[src/rtl/sprite_ram_arbiter.sv]
// Sprite RAM arbiter: two read requesters (A has priority over B) and two write sources
// (the external loader and the internal clear engine) share one RAM with one read port
// and one write port.
// Optional B starvation guard: define SPRITE_ARB_STARVE_GUARD_EN.
module sprite_ram_arbiter #(
  parameter int unsigned       ADDR_W    = 10,
  parameter int unsigned       DATA_W    = 3,
  parameter int unsigned       DEPTH     = 400,
  parameter logic [DATA_W-1:0] CLEAR_VAL = '0
`ifdef SPRITE_ARB_STARVE_GUARD_EN
  ,
  parameter int unsigned       STARVE_MAX = 8
`endif
) (
  input  logic              Clk,
  input  logic              Reset_n,
  input  logic              rdA_req,
  input  logic [ADDR_W-1:0] rdA_addr,
  output logic              rdA_gnt,
  output logic              rdA_valid,
  output logic [DATA_W-1:0] rdA_data,
  input  logic              rdB_req,
  input  logic [ADDR_W-1:0] rdB_addr,
  output logic              rdB_gnt,
  output logic              rdB_valid,
  output logic [DATA_W-1:0] rdB_data,
  input  logic              wr_req,
  input  logic [ADDR_W-1:0] wr_addr,
  input  logic [DATA_W-1:0] wr_data,
  output logic              wr_gnt,
  input  logic              clr_start,
  output logic              clr_busy,
  output logic              clr_done,
  output logic [ADDR_W-1:0] ram_read_address,
  output logic [ADDR_W-1:0] ram_write_address,
  output logic [DATA_W-1:0] ram_data_In,
  output logic              ram_we,
  input  logic [DATA_W-1:0] ram_data_Out
);

  localparam logic [ADDR_W:0]   DepthExt = (ADDR_W + 1)'(DEPTH);
  localparam logic [ADDR_W-1:0] LastAddr = ADDR_W'(DEPTH - 1);

  typedef enum logic {StIdle, StClear} state_e;

  state_e            state_q, state_d;
  logic [ADDR_W-1:0] clr_cnt_q, clr_cnt_d;
  logic              clr_done_q, clr_done_d;
  logic              a_valid_q, b_valid_q, oor_q;
  logic [DATA_W-1:0] a_hold_q, b_hold_q;
  logic [DATA_W-1:0] ret_data;
  logic              rd_oor;
  logic              starve_force;

`ifdef SPRITE_ARB_STARVE_GUARD_EN
  localparam int unsigned StarveW = $clog2(STARVE_MAX + 1);

  logic [StarveW-1:0] starve_q, starve_d;

  assign starve_force = (starve_q == StarveW'(STARVE_MAX));

  // Count consecutive cycles where B asks but loses; any B grant or idle B clears it.
  always_comb begin
    starve_d = starve_q;
    if (!rdB_req || rdB_gnt) begin
      starve_d = '0;
    end else begin
      starve_d = starve_q + 1'b1;
    end
  end

  // Starvation counter register.
  always_ff @(posedge Clk or negedge Reset_n) begin
    if (!Reset_n) begin
      starve_q <= '0;
    end else begin
      starve_q <= starve_d;
    end
  end
`else
  assign starve_force = 1'b0;
`endif

  // Read arbitration: A wins unless B is being forced through; grants are dead in reset.
  always_comb begin
    rdA_gnt = 1'b0;
    rdB_gnt = 1'b0;
    if (Reset_n) begin
      if (rdB_req && (starve_force || !rdA_req)) begin
        rdB_gnt = 1'b1;
      end else if (rdA_req) begin
        rdA_gnt = 1'b1;
      end
    end
    ram_read_address = rdB_gnt ? rdB_addr : rdA_addr;
    rd_oor           = ({1'b0, ram_read_address} >= DepthExt);
  end

  // Read return tag and per-requester data hold registers.
  always_ff @(posedge Clk or negedge Reset_n) begin
    if (!Reset_n) begin
      a_valid_q <= 1'b0;
      b_valid_q <= 1'b0;
      oor_q     <= 1'b0;
      a_hold_q  <= '0;
      b_hold_q  <= '0;
    end else begin
      a_valid_q <= rdA_gnt;
      b_valid_q <= rdB_gnt;
      oor_q     <= rd_oor;
      if (a_valid_q) a_hold_q <= ret_data;
      if (b_valid_q) b_hold_q <= ret_data;
    end
  end

  // Return data: RAM output for the winner, zero for out-of-range, hold otherwise.
  always_comb begin
    ret_data  = oor_q ? '0 : ram_data_Out;
    rdA_valid = a_valid_q;
    rdB_valid = b_valid_q;
    rdA_data  = a_valid_q ? ret_data : a_hold_q;
    rdB_data  = b_valid_q ? ret_data : b_hold_q;
  end

  // Write port ownership: loader in idle, clear engine sweeps all addresses in clear.
  always_comb begin
    state_d           = state_q;
    clr_cnt_d         = clr_cnt_q;
    clr_done_d        = 1'b0;
    wr_gnt            = 1'b0;
    ram_we            = 1'b0;
    ram_write_address = wr_addr;
    ram_data_In       = wr_data;
    clr_busy          = 1'b0;
    unique case (state_q)
      StIdle: begin
        wr_gnt = wr_req && Reset_n;
        // Out-of-range writes are accepted but never reach the RAM.
        ram_we = wr_gnt && ({1'b0, wr_addr} < DepthExt);
        if (clr_start) state_d = StClear;
      end
      StClear: begin
        clr_busy          = 1'b1;
        ram_we            = 1'b1;
        ram_write_address = clr_cnt_q;
        ram_data_In       = CLEAR_VAL;
        if (clr_cnt_q == LastAddr) begin
          state_d    = StIdle;
          clr_cnt_d  = '0;
          clr_done_d = 1'b1;
        end else begin
          clr_cnt_d = clr_cnt_q + 1'b1;
        end
      end
      default: state_d = StIdle;
    endcase
  end

  // Clear FSM state, address counter and done pulse.
  always_ff @(posedge Clk or negedge Reset_n) begin
    if (!Reset_n) begin
      state_q    <= StIdle;
      clr_cnt_q  <= '0;
      clr_done_q <= 1'b0;
    end else begin
      state_q    <= state_d;
      clr_cnt_q  <= clr_cnt_d;
      clr_done_q <= clr_done_d;
    end
  end

  assign clr_done = clr_done_q;

endmodule

[config.mk]
export PLATFORM = sky130hd
export DESIGN_NAME = sprite_ram_arbiter
export DESIGN_NICKNAME = d
export VERILOG_FILES = /design/src/rtl/sprite_ram_arbiter.sv
export SDC_FILE = /design/constraint.sdc
export NUM_CORES = 1
export LEC_CHECK = 0
export CORE_ASPECT_RATIO = 1.2
export CORE_MARGIN = 5
export CORE_UTILIZATION = 37
export CTS_BUF_LIST = sky130_fd_sc_hd__clkbuf_4
export CTS_CLUSTER_DIAMETER = 60
export DETAILED_ROUTE_END_ITERATION = 10
export GPL_ROUTABILITY_DRIVEN = 0
export GPL_TIMING_DRIVEN = 0
export PLACE_DENSITY_LB_ADDON = 0.25
export SYNTH_ARGS = -nofsm -noshare
export SYNTH_HDL_FRONTEND = slang
export SYNTH_SLANG_ARGS = --single-unit
[constraint.sdc]
create_clock -name Clk -period 1.7 [get_ports Clk]
set_input_delay 0.255 -clock Clk [delete_from_list [all_inputs] [get_ports Clk]]
set_output_delay 0.255 -clock Clk [all_outputs]
set_load 0.03 [all_outputs]
==> flow_summary.toml, run 1 <==
[run_status]
status = "complete, no violations"

[floorplan]
die_w_um = 62.58
die_area_mm2 = 0.004574
pin_count = 79
core_area_mm2 = 0.003281
die_h_um = 73.10
initial_core_util_pct = 37.41
fp-row-count = 23

[worst_setup_path]
worstSetupPathType = "reg -> out"
worstReg2RegStart = "clr_cnt_q[6]$_DFFE_PN0P_"
crit_fanout = 4
max_stage_delay_ns = 0.43
critPathArrivalTime_ns = 1.38
timing.rr.end = "state_q$_DFF_PN0_"
crit_chain = "mux2_2 -> clkdlybuf4s15_2"
crit_path_start = "rdB_valid$_DFF_PN0_"
crit_family = "flip-flops"
reg2reg_depth = 3
crit_buf_inv = 1
r2r_slack_ns = 0.17
crit_path_end_kind = "output pin"
crit_path_end = "rdB_data[2]"
start_kind = "flop"
crit_slowest_cell = "dfrtp_1"
crit_cells = 2
worstPathRequired_ns = 1.44

[yosys]
ys.flop_type = "dfrtp_1"
synthCells = 113
yosysWarnings = 0
syn_area_mm2 = 0.001227
synth.top_cells.by_area = "dfrtp_1 (43%), mux2_2 (23%), nand2_1 (3.1%), nor2b_1 (3.1%), nor2_1 (2.4%)"
avgSynthCellArea_um2 = 10.86
synth_seq_cells = 21
ys_seq_area_share_pct = 42.81
synth-edff-count = 0
synth_cell_type_count = 33
synth_top_area_cell = "dfrtp_1"
synthArstFlopShare_pct = 100.0
yosysTopAreaCellShare_pct = 42.81
synth_common_cells = "mux2_2 (25), dfrtp_1 (21), nand2_1 (10)"
synth_nets = 156
post-synth-top-count-cell = "mux2_2"

[sta]
clock_skew_ns = 0.01474
relSlewSlack_pct = 35.30
min_period_over_period_pct = 96.20
setup_viol = 0
tightest_slew_ns = 0.9674
finalMaxSlewViolations = 0
fin_ws_ns = 0.06459
hold_viol = 0
period_needed_ns = 1.635
holdWs_ns = 0.2493
max_freq_mhz = 611.5
rsz0062_at_grt = "yes"

[route]
drc = 0
drt_wl_total_um = 3682
ant_nets = 0
drt_iter0_markers = 30
vias_per_cell = 5.113
vias = 1222
firstDrtPassIters = 3
wl_per_cell_um = 15.41

[global_routing]
antenna_found_initial = 0
grt_pass1_wl_um = 5975
grt_pass1_vias = 1381
grt_usage_pct = 15.97
gr-total-overflow = 0
grt_max_degree = 22

[pwr]
switchingPower_mw = 0.8759
p_sw_share_pct = 43.41
finalPower_mw = 2.018
comb_power_share_pct = 50.8
p_seq_share_pct = 37.2
p_leak_nw = 1.028
ir_drop_mv = 0.6292
p_per_area_mw_per_mm2 = 960.6
p_int_mw = 1.142
clockPowerShare_pct = 11.9

[place]
portBuffers = 78
place_inst = 228
dpl_cell_area_mm2 = 0.002054
post-dp-hpwl_um = 2856
dp_slack_ns = -1.601

[cts]
path_clk_slew_ns = 0.11
clk_latency_ns = 0.31
tritoncts.num_buffers = 3
cts_root_buf = "clkbuf_4"
cts.sinks = 21
clock_path_buffers = 2
cts_tree = "built"
cts_htree_levels = 1

[cells_and_area]
final_cells = 239
diodes = 0
drive_gt1_share_pct = 37.62
area_delta_synth_final_pct = 71.15
nNetsFinal = 246
fillers = 281
fin_area_mm2 = 0.002101

[run]
drv_cap = 0

[hold_path]
min_path_type = "in -> reg"
worst reg2reg max path, delay by kind of cell, from the launching register on:
kind | cells | cell delay [ns]
and+or+nand+nor | 3 | 0.96
DFF | 1 | 0.46
area by class of cell:
class / count / area [µm²] / area share (%)
buffer: 3 / 33.78 / 1.608
clock inverter: 1 / 5.005 / 0.2382
timing repair buffer: 85 / 764.5 / 36.39
inverter: 5 / 18.77 / 0.8934
tap: 37 / 46.29 / 2.204
clock buffer: 3 / 22.52 / 1.072
multi-input combinational: 84 / 683.2 / 32.52
sequential: 21 / 526.8 / 25.07
what timing repair did:
action | in CTS | in global routing
endpoints found under the hold margin | 21 | 0
setup buffers | 4 | 1
endpoints found under the setup margin | 36 | 18
cloned | 1 | 0
pin swaps | 1 | 0
hold buffers | 1 | 0
resized for setup | 184 | 9
cells by family after synthesis:
kind of cell / count (synthesis) / synth area share [%]
and+or+nand+nor: 41 / 18.76
muxes: 26 / 23.75
DFF: 21 / 42.81
AOI/OAI and AO/OA: 11 / 6.831
buffers and inverters: 8 / 3.262
xor gates and xnor gates: 5 / 3.568
adders and majority gates: 1 / 1.019
power by group through the flow:
stage	clock network, mW	logic [mW]	registers, mW
6_report	0.241	1.03	0.752
5_1_grt	0.280	1.11	0.770
4_1_cts	0.251	1.04	0.749
3_5_place_dp	0	1.10	0.759
3_3_place_gp	0	1.08	0.755
2_1_floorplan	0	0.683	0.724
stage by stage:
stage                     util, %  setup TNS, ns
after floorplan                 -              0
after global placement      62.62         -24.72
after detailed placement    62.62         -25.46
after CTS                   64.00              0
after global routing        64.04      -0.002565
final                       64.04              0
registers in the layout, summed over array words and instances (netlist names):
signal and cells:
rdA_valid 1, b_hold_q 3, state_q 1, a_hold_q 3
clr_done 1, rdB_valid 1, oor_q 1, clr_cnt_q 10
cells in the final DEF (no fill, tap or decap), types with 2 or more instances in the layout:
| master | Yosys | final |
|---|---|---|
| nand3_1 | 2 | 2 |
| buf_2 | 2 | 17 |
| dfrtp_1 | 21 | 20 |
| clkbuf_4 | 0 | 3 |
| nand2_1 | 10 | 10 |
| nand4_1 | 2 | 2 |
| a21oi_1 | 2 | 2 |
| inv_1 | 5 | 5 |
| clkdlybuf4s15_2 | 0 | 3 |
| buf_6 | 1 | 14 |
| mux2_2 | 25 | 20 |
| mux2_4 | 0 | 5 |
| xor2_1 | 3 | 3 |
| xnor2_1 | 2 | 2 |
| dlygate4sd2_1 | 0 | 3 |
| nor2_1 | 8 | 8 |
| nor3_1 | 2 | 2 |
| dlymetal6s2s_1 | 0 | 2 |
| or3_1 | 3 | 3 |
| nor2b_1 | 6 | 5 |
| buf_4 | 0 | 6 |
| clkdlybuf4s50_1 | 0 | 40 |
worst min-delay path by stage:
stage,startpoint,to,cells after the start
finish,Reset_n,rdA_valid$_DFF_PN0_,2
global route,Reset_n,rdA_valid$_DFF_PN0_,2
CTS,Reset_n,rdA_valid$_DFF_PN0_,2
detailed placement,b_hold_q[2]$_DFF_PN0_,b_hold_q[2]$_DFF_PN0_,1
global placement,b_hold_q[1]$_DFF_PN0_,b_hold_q[1]$_DFF_PN0_,1
floorplan,Reset_n,a_hold_q[0]$_DFF_PN0_,0
metal layers:
layer	vias to the layer above	part of all wire, %	wire length, µm	GRT usage (%)
met5	-	0	0	0
met4	0	1.2	46	5.896
met3	6	5.7	211	4.468
met2	43	55	2040	29.95
met1	583	38	1384	16.94
li1	590	-	-	-
No activity file was read; power rests on OpenSTA's default activity.
==> run 2, diff against run 1 <==
PLACE_DENSITY_LB_ADDON = 0.2   (was 0.25)
==> flow_summary.toml, run 2 (same netlist as run 1, synthesis figures left out) <==
[run_status]
status = "complete, no violations"

[sta]
rsz0062_at_grt = "no"
fin_setup_tns_ns = 0
relSlewSlack_pct = 40.56
hold_viol = 0
holdWs_ns = 0.2395
tightest_slew_ns = 0.8887
min_period_over_period_pct = 95.91
setup_viol = 0
max_freq_mhz = 613.3
finalMaxSlewViolations = 0
period_needed_ns = 1.630
clock_skew_ns = 0.002119

[worst_setup_path]
crit_path_end_kind = "output pin"
crit_fanout = 4
worstSetupPathType = "reg -> out"
critPathArrivalTime_ns = 1.38
start_kind = "flop"
worstPathRequired_ns = 1.44

[route]
vias = 1240
ant_nets = 0
drt_iter0_markers = 52
drt_wl_total_um = 3605
drc = 0
firstDrtPassIters = 4
vias_per_cell = 5.232
wl_per_cell_um = 15.21

[floorplan]
die_w_um = 62.58
die_h_um = 73.10
initial_core_util_pct = 37.41
pin_count = 79
fp-row-count = 23
die_area_mm2 = 0.004574
core_area_mm2 = 0.003281

[cells_and_area]
area_delta_synth_final_pct = 64.53
regArea_um2 = 526.8
largest_reg_flops = 10
final_common_cell = "clkdlybuf4s50_1"
multi_input_area_um2 = 665.6
final_cells = 237
finalCoreUtilization_pct = 61.56
final_cell_mix = "clkdlybuf4s50_1 (39), mux2_2 (24), buf_2 (24), dfrtp_1 (20), nand2_1 (10)"
diodes = 0
fillers = 305
nNetsFinal = 244
drive_gt1_share_pct = 36.50
fin_area_mm2 = 0.002019
largestRegisters = "clr_cnt_q (10), a_hold_q (3), b_hold_q (3)"
top_register = "clr_cnt_q"

[global_routing]
grt_pass1_vias = 1340
grt_max_degree = 22
gr-total-overflow = 0
grt_usage_pct = 15.86
antenna_found_initial = 0
grt_pass1_wl_um = 5858

[place]
portBuffers = 78
dpl_cell_area_mm2 = 0.002054
post-dp-hpwl_um = 2970
place_inst = 228

[pwr]
p_per_area_mw_per_mm2 = 996.4
p_leak_nw = 0.9696
ir_drop_mv = 0.6336

[cts]
cts_tree = "built"
clk_latency_ns = 0.30
cts_htree_levels = 1
cts.sinks = 21
path_clk_slew_ns = 0.11
cts_root_buf = "clkbuf_4"
tritoncts.num_buffers = 3
clock_path_buffers = 2

[run]
drv_cap = 0

[hold_path]
min_path_type = "in -> reg"
-- run 2: cell types whose count changed in the layout (fill, tap and decap cells not counted), moves of 2 or more --
cell             change
buf_2                +7
buf_6               -10
clkdlybuf4s15_2      +2
dlygate4sd2_1        +3
mux2_2               +4
mux2_4               -4
-- run 2: final cells by class --
type | count | area share, %
Buffer | 3 | 1.673
Clock buffer | 4 | 1.487
Inverter | 5 | 0.9294
Multi-Input combinational cell | 84 | 32.96
Sequential cell | 21 | 26.08
Tap cell | 37 | 2.292
Timing Repair Buffer | 83 | 34.57
-- run 2: critical path: stages, from the launching register on --
cell and delay, ns:
dfrtp_1 0.43, mux2_2 0.36, clkdlybuf4s15_2 0.29
-- run 2: repair_timing --
action,CTS,global route
hold buffers,1,0
endpoints found under the setup margin,37,12
endpoints found under the hold margin,21,0
gates cloned,1,0
pin swaps,0,0
gates resized for setup,163,8
setup buffers,3,0
-- run 2: path summary, 6_finish.rpt --
check                                               from                        to  slack (ns)  cells after the start
min in group asynchronous                        Reset_n  clr_cnt_q[4]$_DFFE_PN0P_        0.65                      2
worst max-delay path                 rdB_valid$_DFF_PN0_               rdB_data[0]        0.07                      2
worst min register to register     b_hold_q[2]$_DFF_PN0_     b_hold_q[2]$_DFF_PN0_        0.51                      1
worst min-delay path                             Reset_n       rdA_valid$_DFF_PN0_        0.24                      2
max in group asynchronous                        Reset_n         state_q$_DFF_PN0_        0.45                      2
worst max register to register  clr_cnt_q[6]$_DFFE_PN0P_  clr_cnt_q[1]$_DFFE_PN0P_        0.16                      3
-- run 2: stage by stage --
stage | setup WS, ns | power (mW)
floorplan | 0.07286 | 1.408
global placement | -1.525 | 1.839
detailed placement | -1.557 | 1.872
CTS | 0.01096 | 2.023
global route | 0.001414 | 2.142
finish | 0.06958 | 2.012
-- run 2: report_power, final --
part	leakage [nW]	total (mW)	internal, mW	switching (mW)
registers	0.258	0.756	0.609	0.147
clock network	0.0184	0.251	0.107	0.144
logic	0.693	1.00	0.430	0.575
-- run 2: layer usage --
layer,vias to the layer above,GRT usage [%],part of all wire (%)
met5,-,0,0
met4,0,7.311,1.9
met3,6,4.160,6.1
met2,52,29.95,58
met1,602,16.22,34
li1,580,-,-
